[src/rtl/rightmost_bit_sequencer_pkg.sv]
// Shared types and constants for the rightmost-bit sequencer.
// Holds the state encoding, the index-width helper and the width-correct ONE constant.
package rightmost_bit_sequencer_pkg;

    typedef enum logic {
        STATE_IDLE = 1'b0,
        STATE_RUN  = 1'b1
    } state_e;

    // Resized to the mask width at the point of use so r - 1 and ~r + 1 stay WORD_WIDTH wide.
    localparam int unsigned ONE = 1;

    // Index width for a one-hot of n bits. Never returns less than 1.
    function automatic int unsigned index_width(input int unsigned n);
        int unsigned w;
        w = 1;
        while ((32'd1 << w) < n) begin
            w++;
        end
        return w;
    endfunction

endpackage

[src/rtl/rightmost_bit_sequencer_onehot_to_binary.sv]
// One-hot to binary encoder used for the optional bit_index output.
// An all-zero input encodes to zero.
module onehot_to_binary
    import rightmost_bit_sequencer_pkg::*;
#(
    parameter int unsigned WORD_WIDTH  = 8,
    parameter int unsigned INDEX_WIDTH = index_width(WORD_WIDTH)
) (
    input  logic [WORD_WIDTH-1:0]  onehot_i,
    output logic [INDEX_WIDTH-1:0] index_o
);

    always_comb begin
        index_o = '0;
        for (int unsigned i = 0; i < WORD_WIDTH; i++) begin
            if (onehot_i[i]) begin
                index_o = index_o | INDEX_WIDTH'(i);
            end
        end
    end

endmodule

[src/rtl/rightmost_bit_sequencer.sv]
// Emits the set bits of a request mask one per handshake, lowest bit first.
// Optional bit_index output enabled by defining RIGHTMOST_BIT_SEQUENCER_INDEX_EN.
module rightmost_bit_sequencer
    import rightmost_bit_sequencer_pkg::*;
#(
    parameter int unsigned WORD_WIDTH = 8
) (
    input  logic                                 clock,
    input  logic                                 reset_n,
    input  logic                                 mask_valid,
    output logic                                 mask_ready,
    input  logic [WORD_WIDTH-1:0]                mask_in,
    output logic                                 bit_valid,
    input  logic                                 bit_ready,
    output logic [WORD_WIDTH-1:0]                bit_onehot,
`ifdef RIGHTMOST_BIT_SEQUENCER_INDEX_EN
    output logic [index_width(WORD_WIDTH)-1:0]   bit_index,
`endif
    output logic                                 bit_last
);

    localparam logic [WORD_WIDTH-1:0] ONE_W = WORD_WIDTH'(ONE);

    state_e                state_q, state_d;
    logic [WORD_WIDTH-1:0] rem_q, rem_d;
    logic                  run;
    logic                  last;
    logic                  mask_nz;
    logic [WORD_WIDTH-1:0] lsb;
    logic [WORD_WIDTH-1:0] cleared;

    assign run     = (state_q == STATE_RUN);
    assign mask_nz = (mask_in != '0);
    assign lsb     = rem_q & (~rem_q + ONE_W);
    assign cleared = rem_q & (rem_q - ONE_W);
    assign last    = run && (cleared == '0);

    always_comb begin
        state_d    = state_q;
        rem_d      = rem_q;
        mask_ready = 1'b0;
        unique case (state_q)
            STATE_IDLE: begin
                mask_ready = 1'b1;
                if (mask_valid && mask_nz) begin
                    rem_d   = mask_in;
                    state_d = STATE_RUN;
                end
            end
            STATE_RUN: begin
                if (bit_ready) begin
                    rem_d = cleared;
                    // Last beat overlaps the next load so back-to-back masks have no bubble.
                    if (last) begin
                        mask_ready = 1'b1;
                        if (mask_valid && mask_nz) begin
                            rem_d = mask_in;
                        end else begin
                            state_d = STATE_IDLE;
                        end
                    end
                end
            end
            default: begin
                state_d = STATE_IDLE;
                rem_d   = '0;
            end
        endcase
    end

    always_ff @(posedge clock or negedge reset_n) begin
        if (!reset_n) begin
            state_q <= STATE_IDLE;
            rem_q   <= '0;
        end else begin
            state_q <= state_d;
            rem_q   <= rem_d;
        end
    end

    assign bit_valid  = run;
    assign bit_onehot = run ? lsb : '0;
    assign bit_last   = last;

`ifdef RIGHTMOST_BIT_SEQUENCER_INDEX_EN
    localparam int unsigned INDEX_WIDTH = index_width(WORD_WIDTH);

    logic [WORD_WIDTH-1:0]  next_onehot;
    logic [INDEX_WIDTH-1:0] index_q, index_d;

    // Encode the next remaining mask so the index register lines up with rem_q.
    assign next_onehot = rem_d & (~rem_d + ONE_W);

    onehot_to_binary #(
        .WORD_WIDTH  (WORD_WIDTH),
        .INDEX_WIDTH (INDEX_WIDTH)
    ) u_onehot_to_binary (
        .onehot_i (next_onehot),
        .index_o  (index_d)
    );

    always_ff @(posedge clock or negedge reset_n) begin
        if (!reset_n) begin
            index_q <= '0;
        end else begin
            index_q <= index_d;
        end
    end

    assign bit_index = run ? index_q : '0;
`endif

endmodule

[config.mk]
export PLATFORM = sky130hd
export DESIGN_NAME = rightmost_bit_sequencer
export DESIGN_NICKNAME = d
export VERILOG_FILES = /design/src/rtl/rightmost_bit_sequencer_pkg.sv /design/src/rtl/rightmost_bit_sequencer_onehot_to_binary.sv /design/src/rtl/rightmost_bit_sequencer.sv
export SDC_FILE = /design/constraint.sdc
export NUM_CORES = 1
export LEC_CHECK = 0
export ABC_AREA = 0
export BUFFER_PORTS_ARGS = -buffer_cell sky130_fd_sc_hd__buf_2
export CAP_MARGIN = 20
export CORE_MARGIN = 1
export CORE_UTILIZATION = 48
export DETAILED_ROUTE_END_ITERATION = 10
export GPL_ROUTABILITY_DRIVEN = 1
export HOLD_SLACK_MARGIN = 0.05
export PLACE_DENSITY = 0.77
export SYNTH_ARGS = -nofsm -noshare
export SYNTH_HDL_FRONTEND = slang
export SYNTH_HIERARCHICAL = 1
export SYNTH_SLANG_ARGS = --single-unit
export TNS_END_PERCENT = 100
[constraint.sdc]
create_clock -name clock -period 2.4 [get_ports clock]
set_input_delay 0.12 -clock clock [delete_from_list [all_inputs] [get_ports clock]]
set_output_delay 0.12 -clock clock [all_outputs]
set_load 0.1 [all_outputs]
==> results.yml <==
outcome:
  status: "finished, final reports clean"
hold_path:
  holdCritPathClass: "primary input to register"
  worstHoldPathCells: 2
logic_synthesis:
  synth_largest_area_cell: "dfrtp_1"
  synth-seq-cells: 9
  synth_top_area_share_pct: 32.7
  yosysWarnings: 6
  synthDistinctLibCells: 33
  synthFlopType: "dfrtp_1"
  synth.avg_cell_area_um2: 10.1
  synth_edf_count: 0
  synthTopCellsByArea: "dfrtp_1 33%, a2111oi_4 8.0%, mux2i_1 4.4%, mux2_4 4.4%, nand2_1 4.4%"
  synth_seq_area_share_pct: 32.7
  syn_area_um2: 688
  synth_cells: 68
  synth_nets: 80
  async_flop_share_pct: 100
critical_path:
  rr_worst_depth: 5
  rr_endpoint: "rem_q[3]"
  r2r_setup_slack_ns: 0.19
  arrival_ns: 2.19
  endpoint_kind: "output pin"
  crit_fanout: 7
  critPathKind: "register to output pin"
  crit_start: "rem_q[2]"
  critPathRequiredTime_ns: 2.28
  crit_path_end: "bit_last"
  r2r_start: "rem_q[3]"
  start_kind: "register"
placed_design:
  dp_hpwl_um: 1240
  placed_area_um2: 873
  place.gp.congestion: 0.788
  dp.cells: 106
  port_buffers: 22
run:
  cap_violations: 0
detailed_routing:
  via_count: 602
  antenna_left: 0
  drt_iter0_markers: 4
  wire_per_inst_um: 13.8
  wirelength_um: 1530
  avgViaCountPerCell: 5.42
  drc_errors: 0
  dr.pass1.iters: 4
clock_network:
  post-cts-setup-buffers: 0
  clk_pin_slew_ns: 0.06
  ctsLongestPathBuffers: 2
  root_buffer: "clkbuf_4"
  numCtsBuffers: 3
  cts.htree.levels: 1
  clkLatencyLatePin_ns: 0.25
  cts_tree: "done"
  cts.sinks: 9
global_route:
  first_global_vias: 577
  grt_first_pass_wirelength_um: 2450
  grt_antenna_before_repair: 0
  gr-usage-all-layers_pct: 23.7
  gr-total-overflow: 0
  grt_max_degree: 11
cells_and_area:
  layout.cells.non_filler: 111
  syn_to_final_growth_pct: 33.3
  fin_area_um2: 917
  layout-drive-gt1-share_pct: 55.2
  layout_commonest_cell: "buf_2"
  diodes: 0
  fin_nets: 109
  nFillCells: 119
  final_cell_mix: "18 x buf_2, 8 x dfrtp_1, 7 x nand2_1"
sta:
  setup_violations: 0
  slew_viol_final: 0
  relSlewSlack_pct: 68.0
  rsz0062_at_grt: "no"
  hold_viol_final: 0
  fin_crit_ns: 2.31
  worstMarginPinSlew_ns: 0.478
  finalCritPeriodShare_pct: 96.2
  skew_ns: 0.00244
  setup_tns_ns: 0
  fmax_mhz: 433
floorplanning:
  io_pins: 23
  core_region_area_um2: 1320
  chipWidth_um: 39.9
  initial_core_util_pct: 52.2
  num_rows: 13
  dieHeight_um: 39.9
  dieArea_um2: 1590
-- sequential cells by signal, indices dropped and copies added, names as in the netlist --
register and flops:
rem_q 8, bit_valid 1
-- layout make-up --
cell class | count | area [um^2] | share of cell area (%)
flip-flops and latches | 9 | 226 | 24.7
repair buffers | 26 | 190 | 20.7
inverters | 5 | 18.8 | 2.05
multi-input cells | 52 | 437 | 47.6
clock buffers | 4 | 26.3 | 2.86
well taps | 15 | 18.8 | 2.05
-- cells in the mapped netlist (2+ instances only) --
library cell,number
a2111oi_4,2
buf_6,2
nor2_1,4
nor3_1,2
mux2_4,2
inv_1,5
o21ai_0,2
or4_2,2
nand2_1,8
and2_1,3
mux2i_1,3
and2_2,2
or2_2,3
dfrtp_1,9
-- cell families (layout without fill, tap and decap cells) --
group | Yosys count | in the layout | share of synthesized area, %
and+or+nand+nor | 32 | 32 | 27.6
adders and majority gates | 1 | 1 | 1.45
muxes | 5 | 5 | 8.73
buffers and inverters | 7 | 35 | 6.00
DFF | 9 | 9 | 32.7
AOI/OAI and AO/OA | 14 | 14 | 23.5
-- metrics by stage --
stage	setup slack (ns)	utilization (%)	hold WS, ns
2_1_floorplan	0.114	-	-0.176
3_3_place_gp	0.263	66.3	-0.0262
3_5_place_dp	0.217	66.3	-0.0224
4_1_cts	0.0355	69.0	0.0994
5_1_grt	0.00241	69.6	0.107
6_report	0.0913	69.6	0.105
-- worst max-delay path, cell delays in order, from the launching register on --
cell and delay, ns:
dfrtp_1 0.44, or4_4 0.57, a2111oi_4 0.33, o31a_2 0.19, buf_2 0.41
-- worst min-delay path by stage --
stage / startpoint / end
after floorplan: reset_n / bit_valid
after global placement: reset_n / rem_q[5]
after detailed placement: reset_n / rem_q[5]
after CTS: mask_in[4] / rem_q[4]
after global routing: mask_in[3] / rem_q[3]
final: mask_in[4] / rem_q[4]
-- metal layers --
| metal | up-vias | track usage [%] | share of wire [%] |
|---|---|---|---|
| met5 | - | 0 | 0 |
| met4 | 0 | 12.9 | 0.79 |
| met3 | 2 | 1.70 | 2.6 |
| met1 | 274 | 31.9 | 49 |
| met2 | 14 | 36.7 | 47 |
| li1 | 312 | - | - |
-- what timing repair did --
action                                  4_1_cts  5_1_grt
hold buffers                                  1        0
gates resized for setup                       0        2
endpoints found under the setup margin        0        1
hold endpoints to repair                      9        0
Power is not shown: default switching activity piles up to over one toggle a cycle in this logic, so the estimate is an artifact.
